[src/rtl/prescaled_counter_bank.sv]
// Bank of NUM_CH event counters, each with its own runtime-programmable prescaler.
// Events, clears and divisor writes are steered to one channel by select inputs.
module prescaled_counter_bank #(
    parameter int NUM_CH  = 4,
    parameter int CNT_W   = 64,
    parameter int PRE_W   = 2,
    parameter int DIV_RST = 0,
    parameter int SAT     = 0,
    localparam int SEL_W  = (NUM_CH > 1) ? $clog2(NUM_CH) : 1
) (
    input  logic                    Clk,
    input  logic                    Reset_n,
    input  logic                    En,
    input  logic [SEL_W-1:0]        Slt,
    input  logic                    Clr,
    input  logic                    CfgWe,
    input  logic [SEL_W-1:0]        CfgCh,
    input  logic [PRE_W-1:0]        CfgDiv,
    output logic [NUM_CH*CNT_W-1:0] Count,
    output logic [NUM_CH-1:0]       Tick,
    output logic [NUM_CH-1:0]       Ovf
);

    logic [CNT_W-1:0]  cnt_q [NUM_CH];
    logic [CNT_W-1:0]  cnt_d [NUM_CH];
    logic [PRE_W-1:0]  pre_q [NUM_CH];
    logic [PRE_W-1:0]  pre_d [NUM_CH];
    logic [PRE_W-1:0]  div_q [NUM_CH];
    logic [PRE_W-1:0]  div_d [NUM_CH];
    logic [NUM_CH-1:0] tick_q, tick_d;
    logic [NUM_CH-1:0] ovf_q, ovf_d;
    logic [NUM_CH-1:0] sel_hit, cfg_hit;

    function automatic logic cnt_full(input logic [CNT_W-1:0] c);
        return &c;
    endfunction

    // Out-of-range selects match no channel, so they are ignored for free.
    for (genvar g = 0; g < NUM_CH; g++) begin : g_dec
        assign sel_hit[g] = (Slt == SEL_W'(g));
        assign cfg_hit[g] = (CfgCh == SEL_W'(g));
        assign Count[g*CNT_W +: CNT_W] = cnt_q[g];
    end

    assign Tick = tick_q;
    assign Ovf  = ovf_q;

    always_comb begin
        for (int i = 0; i < NUM_CH; i++) begin
            cnt_d[i]  = cnt_q[i];
            pre_d[i]  = pre_q[i];
            div_d[i]  = div_q[i];
            ovf_d[i]  = ovf_q[i];
            tick_d[i] = 1'b0;
            if (Clr && sel_hit[i]) begin
                cnt_d[i] = '0;
                pre_d[i] = '0;
                ovf_d[i] = 1'b0;
            end else if (En && sel_hit[i]) begin
                if (pre_q[i] == div_q[i]) begin
                    pre_d[i] = '0;
                    if (cnt_full(cnt_q[i])) begin
                        ovf_d[i] = 1'b1;
                        if (SAT == 0) begin
                            cnt_d[i]  = '0;
                            tick_d[i] = 1'b1;
                        end
                    end else begin
                        cnt_d[i]  = cnt_q[i] + CNT_W'(1);
                        tick_d[i] = 1'b1;
                    end
                end else begin
                    pre_d[i] = pre_q[i] + PRE_W'(1);
                end
            end
            // Divisor write overrides the prescaler phase after the increment decision.
            if (CfgWe && cfg_hit[i]) begin
                div_d[i] = CfgDiv;
                pre_d[i] = '0;
            end
        end
    end

    always_ff @(posedge Clk or negedge Reset_n) begin
        if (!Reset_n) begin
            for (int i = 0; i < NUM_CH; i++) begin
                cnt_q[i] <= '0;
                pre_q[i] <= '0;
                div_q[i] <= PRE_W'(DIV_RST);
            end
            tick_q <= '0;
            ovf_q  <= '0;
        end else begin
            for (int i = 0; i < NUM_CH; i++) begin
                cnt_q[i] <= cnt_d[i];
                pre_q[i] <= pre_d[i];
                div_q[i] <= div_d[i];
            end
            tick_q <= tick_d;
            ovf_q  <= ovf_d;
        end
    end

endmodule

[config.mk]
export PLATFORM = sky130hd
export DESIGN_NAME = prescaled_counter_bank
export DESIGN_NICKNAME = d
export VERILOG_FILES = /design/src/rtl/prescaled_counter_bank.sv
export SDC_FILE = /design/constraint.sdc
export NUM_CORES = 1
export LEC_CHECK = 0
export ABC_CLOCK_PERIOD_IN_PS = 4400
export BUFFER_PORTS_ARGS = -buffer_cell sky130_fd_sc_hd__buf_2
export CELL_PAD_IN_SITES_DETAIL_PLACEMENT = 1
export CELL_PAD_IN_SITES_GLOBAL_PLACEMENT = 2
export CORE_MARGIN = 2
export CORE_UTILIZATION = 37
export DETAILED_ROUTE_END_ITERATION = 10
export PLACE_DENSITY_LB_ADDON = 0.15
export SLEW_MARGIN = 10
export SYNTH_ARGS = -nofsm -noshare
export SYNTH_HDL_FRONTEND = slang
export SYNTH_SLANG_ARGS = --single-unit
[constraint.sdc]
create_clock -name Clk -period 4.4 [get_ports Clk]
set_input_delay 0.44 -clock Clk [delete_from_list [all_inputs] [get_ports Clk]]
set_output_delay 0.44 -clock Clk [all_outputs]
set_load 0.05 [all_outputs]
=== After elaboration in Yosys (flattened, before gate mapping) ===
Cells that the tools add are included.

* Flip-flop bits (word level): 280
* Latch bits: 0
* Memory bits (writable): 0
* Bits in read-only memories: 0
* Input bits: 11
* Output and inout port bits: 264
* Word-level logic and storage cells: 137
* Memories kept: 0

* $add $sub $neg: 8
* Multiply operators: 0
* Div/mod/pow operators: 0
* Magnitude comparators: 0
* Equal/unequal tests: 10
* Shift operators: 0
* Multiplexer cells: 60
* Bitwise gates (word level): 0
* Reduce and logical (&&, ||, !) cells: 42

{| class="wikitable"
|+ Operator list
! cell !! count
|-
| $mux 64 || 16
|-
| $add 64x1->64 const B || 4
|-
| $reduce_and 64->1 || 4
|-
| $mux 2 || 16
|-
| $mux 1 || 28
|-
| $reduce_bool 2->1 || 12
|-
| $logic_and 1x1->1 || 12
|-
| $reduce_and 3->1 || 4
|-
| $reduce_bool 3->1 || 4
|-
| $add 2x1->2 const B || 4
|-
| $eq 2x2->1 || 4
|-
| $eq 2x2->1 const B || 4
|-
| $reduce_and 2->1 || 4
|-
| $eq 2x1->1 const B || 2
|-
| $logic_not 2->1 || 2
|}

=== Longest topological paths before layout ===
* Depth in word-level cells: 5
* Depth in mapped cells: 10
* Gate-level depth less buffers: 7

=== Least setup slack after synthesis ===
No wires, ideal clock.

* Path kind: reg2reg
* From: register cnt_q, in the netlist Count[128]
* To: register cnt_q, in the netlist Count[162]
* Arrival: 2696 ps
* Required time: 4279 ps
* Setup slack: 1583 ps
* Cell stages (with the launch flop): 10
* Period minus slack after synthesis: 2817 ps
* Cell sequence: dfrtp_1 > ha_1 > nand2_1 > or4_1 > nor3_2 > a21oi_2 > nor2_1 > buf_2 > buf_2 > nor2_1

* Word-level cells in the longest chain between the ends: 5
* Elaborated cells on any way between the ends: 6
* Those cells by class: add/sub (1); mux (4); reduce/logical (1)

{| class="wikitable"
|+ RTL lines
! element !! RTL line !! source
|-
| start, declared || 24 || <nowiki>logic [CNT_W-1:0] cnt_q [NUM_CH];</nowiki>
|-
| start signal, assigned by index || 95 || <nowiki>cnt_q[i] <= cnt_d[i];</nowiki>
|-
| $add 64x1->64 / $reduce_and 64->1 (equally long branches) || 69, 35 ||
|-
| $mux 64 (*) || 62 || <nowiki>if (cnt_full(cnt_q[i])) begin</nowiki>
|-
| $mux 64 (*) || 60 || <nowiki>if (pre_q[i] == div_q[i]) begin</nowiki>
|-
| $mux 64 (*) || 59 || <nowiki>end else if (En && sel_hit[i]) begin</nowiki>
|-
| $mux 64 (*) || 55 || <nowiki>if (Clr && sel_hit[i]) begin</nowiki>
|}

Every way passes the cells marked *; elsewhere a longest branch is shown, timed or not. The select of a mux whose other input is x is not followed.
A chain may end at the register's enable or synchronous reset.

=== Worst setup path after layout ===
* From: register cnt_q, in the netlist Count[0]
* To: register cnt_q, in the netlist Count[33]

Same word-level chain as after synthesis.

==> flow_summary.html <==
<table>
<tr><th>Metric</th><th>Value</th></tr>
<tr><th colspan="2">Floorplanning</th></tr>
<tr><td>Effective utilization at floorplan</td><td>0.375</td></tr>
<tr><td>Die Y-Extent</td><td>205 microns</td></tr>
<tr><td>Overall die width</td><td>205 microns</td></tr>
<tr><td>Core Rows</td><td>73</td></tr>
<tr><td>I/O pin cnt</td><td>275</td></tr>
<tr><td>Placeable Area</td><td>39800 sq um</td></tr>
<tr><td>Die ar.</td><td>42000 sq um</td></tr>
<tr><th colspan="2">Critical path</th></tr>
<tr><td>Critical Path, Cell by Cell</td><td>ha_1 -&gt; nand4_1 -&gt; nor4_1 -&gt; nand4_1 -&gt; o21ai_0 -&gt; and2_2 -&gt; buf_4 -&gt; nor2_1</td></tr>
<tr><td>Cell with the largest stage delay on the worst path</td><td>sky130_fd_sc_hd__nor4_1</td></tr>
<tr><td>Slowest stage delay, CP</td><td>0.67 ns</td></tr>
<tr><td>CP startpoint kind</td><td>register</td></tr>
<tr><td>Cell type with the highest occurrence count on the critical path</td><td>sky130_fd_sc_hd__nand4_1</td></tr>
<tr><td>Maximum net fanout on the critical path</td><td>23</td></tr>
<tr><td>Data arrival time of the worst path</td><td>3.62 ns</td></tr>
<tr><td>CP bufs+invs</td><td>1</td></tr>
<tr><td>Critical Path Sink Type</td><td>register</td></tr>
<tr><td>Top delay family on crit path</td><td>simple AND/OR/NAND/NOR gates</td></tr>
<tr><td>Required time reported for the critical path endpoint</td><td>4.80 ns</td></tr>
<tr><td>Classification of the worst setup path</td><td>register to register</td></tr>
<tr><th colspan="2">Logic synthesis</th></tr>
<tr><td>Area fraction in and, or, nand and nor cells after synthesis</td><td>0.313</td></tr>
<tr><td>Most area-hungry cell type in the Yosys netlist</td><td>sky130_fd_sc_hd__dfrtp_1</td></tr>
<tr><td>Number of cells produced by synthesis</td><td>1641</td></tr>
<tr><td>Most common cell in the netlist</td><td>sky130_fd_sc_hd__dfrtp_1</td></tr>
<tr><td>Synth Cell Area</td><td>14900 sq um</td></tr>
<tr><td>Number of synthesized register bits</td><td>280</td></tr>
<tr><td>Adder-Cell Fraction of Synth Area</td><td>0.00335</td></tr>
<tr><td>Compound-Gate Fraction of Synth Area</td><td>0.0731</td></tr>
<tr><td>Library cells used by synthesis</td><td>62</td></tr>
<tr><td>Multiplexer fraction of the synthesized cell area</td><td>0.00804</td></tr>
<tr><td>Async set-reset flop share out of synthesis</td><td>1.00</td></tr>
<tr><td>Most numerous cell types in the synthesized netlist</td><td>sky130_fd_sc_hd__dfrtp_1 (280), sky130_fd_sc_hd__nor2_1 (260), sky130_fd_sc_hd__nand3_1 (131)</td></tr>
<tr><td>Portion of synthesized cell area occupied by the leading cell type</td><td>0.469</td></tr>
<tr><td>Combinational family with the most area after synthesis</td><td>simple AND/OR/NAND/NOR gates</td></tr>
<tr><td>Post-synth EDFFs</td><td>0</td></tr>
<tr><td>Sequential element share of the synthesized area</td><td>0.469</td></tr>
<tr><td>Most used flip-flop cell after synthesis</td><td>sky130_fd_sc_hd__dfrtp_1</td></tr>
<tr><td>Top area cells in the synthesized netlist</td><td>sky130_fd_sc_hd__dfrtp_1 (47%), sky130_fd_sc_hd__xnor2_1 (7.0%), sky130_fd_sc_hd__nor2_1 (6.5%)</td></tr>
<tr><td>Number of nets produced by synthesis</td><td>1656</td></tr>
<tr><td>Synthesized area per cell</td><td>9.11 sq um</td></tr>
<tr><td>Count of yosys warnings during synthesis</td><td>0</td></tr>
<tr><td>Xor-xnor portion of the synthesized cell area</td><td>0.108</td></tr>
<tr><th colspan="2">STA</th></tr>
<tr><td>Measured slew at the worst slew-check pin</td><td>1.06 ns</td></tr>
<tr><td>Final Skew</td><td>0.0194 ns</td></tr>
<tr><td>Max Clock Freq</td><td>311 MHz</td></tr>
<tr><td>Worst slew slack as a fraction of its limit</td><td>0.291</td></tr>
<tr><td>Worst Hold Margin</td><td>-0.0258 ns</td></tr>
<tr><td>Crit path time final</td><td>3.22 ns</td></tr>
<tr><td>Final-report max-slew violation count</td><td>0</td></tr>
<tr><td>Post-route clock period utilization</td><td>0.731</td></tr>
<tr><td>Final-report hold violation count</td><td>15</td></tr>
<tr><td>Final setup violation count</td><td>0</td></tr>
<tr><td>RSZ-0062 raised after global routing</td><td>no</td></tr>
<tr><td>Sum Neg Setup Slack</td><td>0 ns</td></tr>
<tr><th colspan="2">Placed design</th></tr>
<tr><td>HPWL after detailed placement</td><td>35200 microns</td></tr>
<tr><td>Number of port buffers</td><td>274</td></tr>
<tr><td>GPL Wtd Cong</td><td>0.801</td></tr>
<tr><td>Placed cells</td><td>2399</td></tr>
<tr><th colspan="2">Final layout</th></tr>
<tr><td>Core Util, Final</td><td>0.454</td></tr>
<tr><td>Total Nets Final</td><td>1927</td></tr>
<tr><td>Area delta synth-&gt;final</td><td>21.1%</td></tr>
<tr><td>Ratio of cells with drive above 1 in the final layout</td><td>0.200</td></tr>
<tr><td>Finished Layout Cells</td><td>2464</td></tr>
<tr><th colspan="2">Power and ir drop</th></tr>
<tr><td>P_sw</td><td>1.76 mW</td></tr>
<tr><td>Internal power summed over all cells</td><td>4.60 mW</td></tr>
<tr><td>Power Density</td><td>351 nW/um^2</td></tr>
<tr><td>Static leakage power</td><td>8.07 nW</td></tr>
<tr><td>Net switching fraction of the power</td><td>0.277</td></tr>
<tr><td>Clk network pwr share</td><td>0.462</td></tr>
<tr><td>VDD IR max</td><td>0.271 mV</td></tr>
<tr><td>Combinational group share of total power</td><td>0.101</td></tr>
<tr><td>Part of the total power dissipated in sequential elements</td><td>0.436</td></tr>
<tr><th colspan="2">Global routing</th></tr>
<tr><td>Vias in the first global route</td><td>14100</td></tr>
<tr><td>Antenna violations before repair</td><td>2</td></tr>
<tr><td>Global-route congestion overflow total</td><td>0</td></tr>
<tr><td>First-pass GRT wire length</td><td>80100 microns</td></tr>
<tr><td>Total Routing Usage GR</td><td>0.238</td></tr>
<tr><td>Largest net degree at the start of global routing</td><td>116</td></tr>
<tr><th colspan="2">Routing</th></tr>
<tr><td>Detailed-routing iteration count for the pre-antenna-repair pass</td><td>5</td></tr>
<tr><td>Post-DR wirelength/cell</td><td>20.1 microns</td></tr>
<tr><td>Final routed DRC violation total</td><td>0</td></tr>
<tr><td>Final Routed Wirelength</td><td>49600 microns</td></tr>
<tr><td>Vias</td><td>13600</td></tr>
<tr><td>Via-per-instance ratio</td><td>5.53</td></tr>
<tr><td>Post-route ant nets</td><td>0</td></tr>
<tr><td>First DRT Iteration DRCs</td><td>670</td></tr>
<tr><th colspan="2">Clock tree</th></tr>
<tr><td>Hold bufs inserted after CTS</td><td>0</td></tr>
<tr><td>Number of buffers on the longest clock path</td><td>3</td></tr>
<tr><td>Clock net sink count</td><td>280</td></tr>
<tr><td>CTS tree</td><td>yes</td></tr>
<tr><td>Buffer type at the clock tree root</td><td>sky130_fd_sc_hd__clkbuf_16</td></tr>
<tr><td>Insertion delay of the later-clocked pin in the worst-skew pair</td><td>0.54 ns</td></tr>
<tr><td>Num CTS Buffers</td><td>36</td></tr>
<tr><td>Clock slew at reported path FFs</td><td>0.06 ns</td></tr>
<tr><td>Number of buffers inserted to repair setup after CTS</td><td>0</td></tr>
<tr><td>Post-cts gate resize count</td><td>0</td></tr>
<tr><td>H-tree lvl count</td><td>2</td></tr>
<tr><th colspan="2">Run status</th></tr>
<tr><td>Failing checks</td><td>negative hold slack</td></tr>
<tr><td>Result of the run</td><td>complete, but fails checks</td></tr>
<tr><th colspan="2">Hold path</th></tr>
<tr><td>Worst hold path type</td><td>primary input to asynchronous set/reset pin</td></tr>
<tr><th colspan="2">Run</th></tr>
<tr><td>Max Cap Viol</td><td>0</td></tr>
</table>
-- metal layers --
layer	track usage	wire (microns)	vias up
met1	0.323	23100	6907
met5	0	0	-
met3	0.0469	2200	39
met4	0.0501	677	0
met2	0.395	23700	228
li1	-	-	6457
-- power by group through the flow --
stage	logic [mW]	registers, mW	clock network, mW
floorplan	0.229	2.99	0
global placement	0.637	2.81	0
detailed placement	0.652	2.82	0
CTS	0.655	2.77	3.03
global route	0.702	2.79	3.13
finish	0.645	2.77	2.94
-- final cells by class --
class	instances	area (sq um)
inverters	27	101
flip-flops and latches	280	7010
fillers	4703	21700
clock inverters	4	45.0
multi-input cells	1272	7580
diodes	2	5.00
repair buffers	295	1580
clock buffers	59	1120
well taps	525	657
-- flip-flops by register name (all words and copies together) (netlist names) --
signal,cells
Count,256
Ovf,4
Tick,4
div_q,8
pre_q,8
-- path summary, 6_finish.rpt --
kind                           start          to  slack [ns]  depth (start not counted)
setup / recovery            Count[0]   Count[33]        1.18                          8
min in group Clk           CfgDiv[0]    div_q[2]        0.21                          2
hold / removal               Reset_n  Count[215]       -0.03                          1
hold reg to reg               Ovf[0]      Ovf[0]        0.49                          1
setup reg to reg            Count[0]   Count[33]        1.18                          8
max in group asynchronous    Reset_n  Count[118]        3.15                          2
-- cells by family (layout without fill, tap and decap cells) --
| logic type | Yosys count | after routing |
|---|---|---|
| muxes | 11 | 11 |
| buffers and inverters | 89 | 385 |
| xor gates and xnor gates | 185 | 185 |
| and+or+nand+nor | 916 | 916 |
| AOI/OAI and AO/OA | 156 | 156 |
| adders and majority gates | 4 | 4 |
| other | 0 | 2 |
| DFF | 280 | 280 |
-- through the flow --
step	power [mW]	hold slack [ns]	instance area [sq um]	worst slack [ns]
2_1_floorplan	3.22	0.144	14900	1.58
3_3_place_gp	3.45	0.474	16900	1.15
3_5_place_dp	3.47	0.479	16900	1.10
4_1_cts	6.46	0.0379	18100	1.09
5_1_grt	6.62	0.0266	18100	0.821
6_report	6.36	-0.0258	18100	1.18
-- cells in the final DEF, fill, tap and decap left out, types with 12 or more instances in the layout --
cell / n
sky130_fd_sc_hd__or4_1: 19
sky130_fd_sc_hd__inv_1: 27
sky130_fd_sc_hd__nand3b_1: 12
sky130_fd_sc_hd__nand4_1: 96
sky130_fd_sc_hd__nand3_1: 131
sky130_fd_sc_hd__o211ai_1: 29
sky130_fd_sc_hd__nor3_1: 65
sky130_fd_sc_hd__a21oi_1: 20
sky130_fd_sc_hd__dfrtp_1: 280
sky130_fd_sc_hd__nor4_1: 54
sky130_fd_sc_hd__o21ai_0: 32
sky130_fd_sc_hd__and3_1: 36
sky130_fd_sc_hd__and4_1: 21
sky130_fd_sc_hd__nand2_1: 129
sky130_fd_sc_hd__buf_2: 273
sky130_fd_sc_hd__o31ai_1: 31
sky130_fd_sc_hd__nor2_1: 259
sky130_fd_sc_hd__xor2_1: 65
sky130_fd_sc_hd__xnor2_1: 120
sky130_fd_sc_hd__or2_2: 13
sky130_fd_sc_hd__buf_4: 18
sky130_fd_sc_hd__clkbuf_16: 37
sky130_fd_sc_hd__or3_1: 37
No activity file was read; power rests on OpenSTA's default activity.
